--- src/rtl/boletim_urna.sv ---
// Ballot-box report transmitter.
// On a finish rising edge the three vote counters are snapshotted, the
// winner is decided, and a 5-byte UART-style frame (header, C1, C2, null,
// checksum) is shifted out on tx, LSB first, one start and one stop bit
// per byte, with no idle gap between bytes.
module boletim_urna #(
  parameter int unsigned CLKS_PER_BIT = 4,
  parameter logic [7:0]  HEADER       = 8'hA5
) (
  input  logic       clk,
  input  logic       rst_n,
  input  logic       finish,
  input  logic [7:0] contadorC1,
  input  logic [7:0] contadorC2,
  input  logic [7:0] contadorNull,
  output logic       tx,
  output logic       busy,
  output logic       done,
  output logic [1:0] winner
);

  localparam int unsigned DATA_W = 8;

  // FSM encoding kept as plain constants for compatibility with older tools.
  localparam logic [2:0] IDLE      = 3'd0;
  localparam logic [2:0] START_BIT = 3'd1;
  localparam logic [2:0] DATA_BITS = 3'd2;
  localparam logic [2:0] STOP_BIT  = 3'd3;
  localparam logic [2:0] DONE      = 3'd4;

  localparam logic [7:0] LAST_CLK  = 8'(CLKS_PER_BIT - 1);
  localparam logic [2:0] LAST_BIT  = 3'd7;
  localparam logic [2:0] LAST_BYTE = 3'd4;

  // Winner codes.
  localparam logic [1:0] WIN_NONE = 2'b00;
  localparam logic [1:0] WIN_C1   = 2'b01;
  localparam logic [1:0] WIN_C2   = 2'b10;
  localparam logic [1:0] WIN_TIE  = 2'b11;

  // 8-bit modular sum: the carry out of the checksum is intentionally dropped.
  function automatic logic [DATA_W-1:0] checksum_wrap(
    input logic [DATA_W-1:0] h,
    input logic [DATA_W-1:0] a,
    input logic [DATA_W-1:0] b,
    input logic [DATA_W-1:0] c
  );
    logic [DATA_W+1:0] sum;
    sum = {2'b00, h} + {2'b00, a} + {2'b00, b} + {2'b00, c};
    return sum[DATA_W-1:0];
  endfunction

  // Unsigned vote comparison; equal totals report a tie.
  function automatic logic [1:0] decide_winner(
    input logic [DATA_W-1:0] c1,
    input logic [DATA_W-1:0] c2
  );
    if (c1 > c2)      return WIN_C1;
    else if (c2 > c1) return WIN_C2;
    else              return WIN_TIE;
  endfunction

  logic [2:0]        state;
  logic [7:0]        clk_cnt;
  logic [2:0]        bit_idx;
  logic [2:0]        byte_idx;
  logic [DATA_W-1:0] snap_c1;
  logic [DATA_W-1:0] snap_c2;
  logic [DATA_W-1:0] snap_null;
  logic              finish_q;
  logic              armed;
  logic              win_pend;
  logic              start_evt;
  logic              bit_end;
  logic [DATA_W-1:0] cur_byte;
  logic [DATA_W-1:0] checksum;

  // A start needs a low sample of finish since reset (armed), so a finish
  // already high when reset is released cannot trigger a report.
  assign start_evt = finish & ~finish_q & armed & (state == IDLE);
  assign bit_end   = (clk_cnt == LAST_CLK);
  assign checksum  = checksum_wrap(HEADER, snap_c1, snap_c2, snap_null);

  // Select the byte currently being serialized.
  always_comb begin
    cur_byte = HEADER;
    case (byte_idx)
      3'd0:    cur_byte = HEADER;
      3'd1:    cur_byte = snap_c1;
      3'd2:    cur_byte = snap_c2;
      3'd3:    cur_byte = snap_null;
      3'd4:    cur_byte = checksum;
      default: cur_byte = HEADER;
    endcase
  end

  // finish history for rising-edge detection.
  always_ff @(posedge clk or negedge rst_n) begin
    if (!rst_n) begin
      finish_q <= 1'b0;
      armed    <= 1'b0;
    end else begin
      finish_q <= finish;
      if (!finish) armed <= 1'b1;
    end
  end

  // Winner is resolved one cycle after start, from the snapshot registers.
  always_ff @(posedge clk or negedge rst_n) begin
    if (!rst_n) begin
      win_pend <= 1'b0;
      winner   <= WIN_NONE;
    end else begin
      win_pend <= start_evt;
      if (win_pend) winner <= decide_winner(snap_c1, snap_c2);
    end
  end

  // Frame sequencer; tx/busy/done are registered alongside the state so the
  // outputs change exactly with the state they describe.
  always_ff @(posedge clk or negedge rst_n) begin
    if (!rst_n) begin
      state     <= IDLE;
      clk_cnt   <= 8'd0;
      bit_idx   <= 3'd0;
      byte_idx  <= 3'd0;
      snap_c1   <= '0;
      snap_c2   <= '0;
      snap_null <= '0;
      tx        <= 1'b1;
      busy      <= 1'b0;
      done      <= 1'b0;
    end else begin
      case (state)
        IDLE: begin
          tx   <= 1'b1;
          busy <= 1'b0;
          done <= 1'b0;
          if (start_evt) begin
            snap_c1   <= contadorC1;
            snap_c2   <= contadorC2;
            snap_null <= contadorNull;
            state     <= START_BIT;
            clk_cnt   <= 8'd0;
            bit_idx   <= 3'd0;
            byte_idx  <= 3'd0;
            tx        <= 1'b0;
            busy      <= 1'b1;
          end
        end

        START_BIT: begin
          if (bit_end) begin
            clk_cnt <= 8'd0;
            bit_idx <= 3'd0;
            state   <= DATA_BITS;
            tx      <= cur_byte[0];
          end else begin
            clk_cnt <= clk_cnt + 8'd1;
          end
        end

        DATA_BITS: begin
          if (bit_end) begin
            clk_cnt <= 8'd0;
            if (bit_idx == LAST_BIT) begin
              state <= STOP_BIT;
              tx    <= 1'b1;
            end else begin
              bit_idx <= bit_idx + 3'd1;
              tx      <= cur_byte[bit_idx + 3'd1];
            end
          end else begin
            clk_cnt <= clk_cnt + 8'd1;
          end
        end

        STOP_BIT: begin
          if (bit_end) begin
            clk_cnt <= 8'd0;
            if (byte_idx == LAST_BYTE) begin
              state <= DONE;
              tx    <= 1'b1;
              busy  <= 1'b0;
              done  <= 1'b1;
            end else begin
              byte_idx <= byte_idx + 3'd1;
              state    <= START_BIT;
              tx       <= 1'b0;
            end
          end else begin
            clk_cnt <= clk_cnt + 8'd1;
          end
        end

        DONE: begin
          done  <= 1'b0;
          tx    <= 1'b1;
          busy  <= 1'b0;
          state <= IDLE;
        end

        default: begin
          state <= IDLE;
          tx    <= 1'b1;
          busy  <= 1'b0;
          done  <= 1'b0;
        end
      endcase
    end
  end

endmodule

--- config.mk ---
export PLATFORM = sky130hd
export DESIGN_NAME = boletim_urna
export DESIGN_NICKNAME = d
export VERILOG_FILES = /design/src/rtl/boletim_urna.sv
export SDC_FILE = /design/constraint.sdc
export NUM_CORES = 1
export LEC_CHECK = 0
export CAP_MARGIN = 20
export CORE_MARGIN = 5
export CORE_UTILIZATION = 40
export DETAILED_ROUTE_END_ITERATION = 8
export PLACE_DENSITY = 0.62
export SETUP_SLACK_MARGIN = 0.05
export SLEW_MARGIN = 20
export SYNTH_ARGS = -nofsm -noshare
export SYNTH_HDL_FRONTEND = slang
export SYNTH_SLANG_ARGS = --single-unit
--- constraint.sdc ---
create_clock -name clk -period 3.4 [get_ports clk]
set_input_delay 0.68 -clock clk [delete_from_list [all_inputs] [get_ports clk]]
set_output_delay 0.68 -clock clk [all_outputs]
set_load 0.02 [all_outputs]
After elaboration in Yosys (flattened, before gate mapping)
Index checks and enable logic that the tools add are counted.
{ "totals": {"wordCells": 95, "register_bits": 49, "input_bits": 27} }
{ "op_classes": {"mux": 37, "eq_ne": 17, "n_lt_le_gt_ge": 3, "bitwise_logic": 5, "reduce_logical": 13, "addsub": 6} }
{ "ops": {"columns": ["operator", "n"], "rows": [
  ["2-to-1 mux 3 bit", 12],
  ["one-hot mux 8 bit (4 select lines)", 1],
  ["adder 8 bit", 2],
  ["> comparator 8 bit", 2],
  ["2-to-1 mux 8 bit", 2],
  ["!= test 2 bit, second input constant", 8],
  ["one-hot mux 8 bit (2 select lines)", 1],
  ["2-to-1 mux 1 bit", 13],
  ["== test 3 x 2 -> 1 bit, second input constant", 4],
  ["one-hot mux 3 bit (4 select lines)", 1],
  ["AND reduction 5 bit", 2],
  ["one-hot mux 3 bit (3 select lines)", 1],
  ["adder 8 x 1 -> 8 bit, second input constant", 1],
  ["adder 8 bit, first input constant", 1],
  ["== test 8 x 2 -> 1 bit, second input constant", 1],
  ["adder 3 x 1 -> 3 bit, second input constant", 2],
  ["== test 3 x 1 -> 1 bit, second input constant", 2],
  ["== test 3 bit, second input constant", 2],
  ["one-hot mux 3 bit (2 select lines)", 1],
  ["AND reduction 3 bit", 2],
  ["< comparator 3 x 4 -> 1 bit, second input constant", 1],
  ["one-hot mux 1 bit (4 select lines)", 1],
  ["AND reduction 2 bit", 2],
  ["AND reduction 4 bit", 1],
  ["11 further kinds", 15]
]} }

Depth between registers and ports, before layout
{ "logic_depth": {"depth_word": 9, "ltp_mapped": 12, "mapped_depth_nobuf": 12} }

Worst setup path after synthesis
OpenSTA, ideal clock, no wires.
{ "synth_path": {"path_type": "flip-flop to flip-flop", "start": "register snap_c1[1]", "end": "register tx", "path_slack_ns": 0.425, "t_arrival_ns": 2.886, "required_ns": 3.311, "setup_time_ns": 0.089, "path_stages_with_launch": 13, "n_path_buf": 0, "synth_period_minus_slack_ns": 2.975, "cell_sequence": "dfrtp_1 > inv_1 > fa_1 > inv_1 > ha_1 > ha_1 > fa_1 > nand3_1 > o2111a_1 > a311o_1 > a311oi_1 > a211oi_1 > a211oi_1"} }
{ "synth_between": {"elab_chain_len": 9} }
{ "synth_lines": {"columns": ["item", "line_no", "source"], "rows": [
  ["from (decl)", "67", "logic [DATA_W-1:0] snap_c1;"],
  ["from (signal assigned)", "140", "snap_c1 <= contadorC1;"],
  ["adder 8 bit (3 in series)", "49", "sum = {2'b00, h} + {2'b00, a} + {2'b00, b} + {2'b00, c};"],
  ["one-hot mux 8 bit (4 select lines) (*)", "87", "case (byte_idx)"],
  ["binary-select mux 1 bit (select 3 bit) (*)", "171", "tx <= cur_byte[bit_idx + 3'd1];"],
  ["2-to-1 mux 1 bit (implied by the code) (*)", "171", null],
  ["2-to-1 mux 1 bit (*)", "166", "if (bit_idx == LAST_BIT) begin"],
  ["2-to-1 mux 1 bit (*)", "164", "if (bit_end) begin"],
  ["one-hot mux 1 bit (4 select lines) (*)", "134", "case (state)"],
  ["to (signal assigned)", "157", "tx <= cur_byte[0];"],
  ["to (signal assigned)", "171", null],
  ["to (decl)", "16", "output logic tx,"]
]} }
Mark *: on every way between the ends. The rest lies on a longest branch, timed or not. The select of a mux whose other input is x is not followed.
A chain may end at the register's enable or synchronous reset.

Worst setup path in the final report
Ends and elaborated chain as after synthesis.

==> impl_results.md <==
- Status: completed
- Dpl hpwl: between 5000 and 6000 um
- Number of global-route vias before repair: about 2,700
- Die area: 0.00994 mm2
- Routability cong.: 0.885
- RSZ-0062 raised after global routing: no
- Total CTS buffers: 5
- Share of the synthesized area in the top cell type: 0.373
- Switching power total: 0.00137 W
- Largest cells by area after synthesis: dfrtp_1 37%, ha_1 12%, nand2_1 6.9%
- Worst-case vdd ir drop: 0.000293 V
- Top_reg_cell synth: dfrtp_1
- Synthesized flop and latch total: a little under 50
- Multi-input logic area: 0.00181 mm2
- Routed via count: 2,633
- F_max: approximately 320 MHz
- Seq/Total Area, Yosys: 0.381
- Initial antenna violation count: 0
- Number of synthesized flops with an enable pin: 0
- Initial Util: 0.414
- Worst Hold Class: input port to asynchronous set/reset pin
- # DRC: 0
- TNS Setup: 0 ns
- Comb pwr share: 0.598
- Clk_lat worst skew: 0.31 ns
- Gr usage total: 0.155
- # rows: 32
- # H-tree levels: 2
- First-pass GRT wire length: between 10,000 and 15,000 um
- WS Path Type: flip-flop to flip-flop
- Die W: around 100 um
- Synth Net Count: 424
- DR WL/cell: 14.7 um
- Slew @ Worst Pin: 0.950 ns
- Yosys warnings: 0
- Final Max Tran Viols: 0
- Crit path capture type: flip-flop
- Pre-Repair DR Iteration Count: 4
- Post-DRT Antenna Nets: 0
- Synth area leader: dfrtp_1
- Post-synthesis cell type count: 54
- Final Hold Viols: 0
- Area occupied by registers: 0.00123 mm2
- Netlist Area Pre-Place: 0.00322 mm2
- Final worst path period share: 0.926
- # port buffers: 31
- Final Instance Area: 0.00376 mm2
- Most common cell in the synthesized netlist: nand2_1
- Core region area: 0.00777 mm2
- Vias per inst: between 5 and 6
- Nets@finish: approximately 460
- CP Launch Type: flip-flop
- CP Data Required Time: 3.63 ns
- Final setup vio count: 0
- CTS tree: done
- Arrival time at the worst endpoint: 3.38 ns
- Clk root buf: clkbuf_8
- Clock Sinks: 49
- Post-Synthesis Cells: 360
- Pwr dens: 825 mW/mm2
- Critical R2R Launch: snap_c1[1]
- Worst Setup SP: snap_c1[1]
- Diodes inserted: 0
- Post-synth ARST share: 1.00
- Total Wirelength: 7300 um
- Clock transition at path regs: around 0.1 ns
- Switching part of the total power: 0.441
- Most frequent cells after synthesis: 59 x nand2_1, 48 x dfrtp_1, 39 x o21ai_0, 38 x inv_1, 30 x ha_1
- Fillers: slightly below 800
- Io pins: 32
- Leakage: 1.70 nW
- Max FO, Critical Path: 3
- Clock power share: 0.113
- Synth-to-Final Area Change: 16.8%
- CTS Hold Bufs: 0
- Die height: 99.7 um
- Tmin final: 3.15 ns
- Syn avg cell area: 8.94 um2
- Pin count of the biggest net entering global routing: 36
- Max cap viols: 0
- Sequential Power Share: 0.289
- Skew final: 0.00914 ns
- Layout cells sized above 1: 0.0636
- DRT iter0 DRCs: 216
- Relative slew margins: 0.362
- Placed inst area: 0.00365 mm2
- CTS max path bufs: 2
- Gr ovfl total: 0
- Internal Power: 0.00174 W
==> cells by family after synthesis <==
kind of cell | Yosys count | synth area share
xor gates and xnor gates | 7 | 0.0190
DFF | 49 | 0.381
and+or+nand+nor | 110 | 0.160
buffers and inverters | 51 | 0.0599
adders and majority gates | 37 | 0.160
muxes | 3 | 0.0109
AOI/OAI and AO/OA | 103 | 0.209
==> layer usage <==
| metal | up-vias | global-route usage | wire, um |
|---|---|---|---|
| met4 | 0 | 0.0399 | 56 |
| met5 | - | 0 | 0 |
| met2 | 50 | 0.249 | 3390 |
| met3 | 11 | 0.0252 | 329 |
| li1 | 1318 | - | - |
| met1 | 1254 | 0.217 | 3520 |
==> power by group through the flow <==
| stage | Combinational, W | Sequential (W) | Clock (W) |
|---|---|---|---|
| 2_1_floorplan | 0.00140 | 0.000864 | 0 |
| 3_3_place_gp | 0.00181 | 0.000898 | 0 |
| 3_5_place_dp | 0.00180 | 0.000906 | 0 |
| 4_1_cts | 0.00183 | 0.000895 | 0.000365 |
| 5_1_grt | 0.00212 | 0.000925 | 0.000379 |
| 6_report | 0.00186 | 0.000897 | 0.000351 |
==> cell usage in the layout, fill, tap and decap left out, types with 3 or more instances in the layout <==
cell type / instances
nand2_1: 59
buf_4: 5
inv_1: 36
o21bai_1: 3
a21oi_1: 17
nand3_1: 3
a22o_1: 3
xnor2_1: 5
a221o_1: 3
dfrtp_1: 48
a22oi_1: 6
a211oi_1: 4
ha_1: 29
fa_1: 7
and3_1: 7
clkbuf_8: 5
nand2b_1: 4
nor3_1: 5
o21ai_0: 39
nor2_1: 13
clkdlybuf4s50_1: 30
a21o_1: 3
nor2b_1: 4
a31oi_1: 3
==> final timing paths <==
check	end	slack [ns]	depth (start not counted)
hold / removal	snap_c1[1]	0.41	1
setup / recovery	tx	0.25	12
setup reg to reg	tx	0.25	12
max in group asynchronous	snap_null[4]	2.27	2
min in group clk	armed	0.49	1
hold reg to reg	armed	0.49	1
==> what timing repair did <==
action,in CTS,in global routing
setup endpoints to repair,0,1
buffers inserted,0,2
endpoints found under the hold margin,0,0
gates resized for setup,0,5
==> final cells by class <==
type | instances | share of cell area
Clock buffer | 7 | 0.0203
Multi-Input combinational cell | 260 | 0.482
Inverter | 39 | 0.0389
Clock inverter | 1 | 0.00200
Tap cell | 102 | 0.0339
Timing Repair Buffer | 37 | 0.0965
Sequential cell | 49 | 0.326
==> metrics by stage <==
step / utilization / std cells / hold WS [ns] / setup slack [ns] / power, W
CTS: 0.481 / 493 / 0.440 / 0.181 / 0.00309
global placement: 0.470 / 485 / 0.450 / 0.305 / 0.00270
floorplan: - / 360 / 0.384 / 0.425 / 0.00226
finish: 0.484 / 495 / 0.406 / 0.250 / 0.00310
global route: 0.484 / 495 / 0.472 / 0.0789 / 0.00343
detailed placement: 0.470 / 485 / 0.468 / 0.225 / 0.00271
==> worst max-delay path, stage by stage, from the launching register on <==
cell and delay (ns):
dfrtp_1 0.39, inv_2 0.07, fa_1 0.53, inv_1 0.04
ha_1 0.29, ha_2 0.21, fa_1 0.48, nand3_1 0.07
o2111a_1 0.16, a311o_1 0.28, a311oi_2 0.27, a211oi_1 0.07
a211oi_1 0.21
==> sequential cells by signal, summed over array words and instances, names as in the netlist, 2 cells and up <==
name	flops
clk_cnt	8
snap_null	8
state	3
bit_idx	3
snap_c1	8
byte_idx	3
winner	2
snap_c2	8
Note: power is estimated with default switching activity, not from simulation.
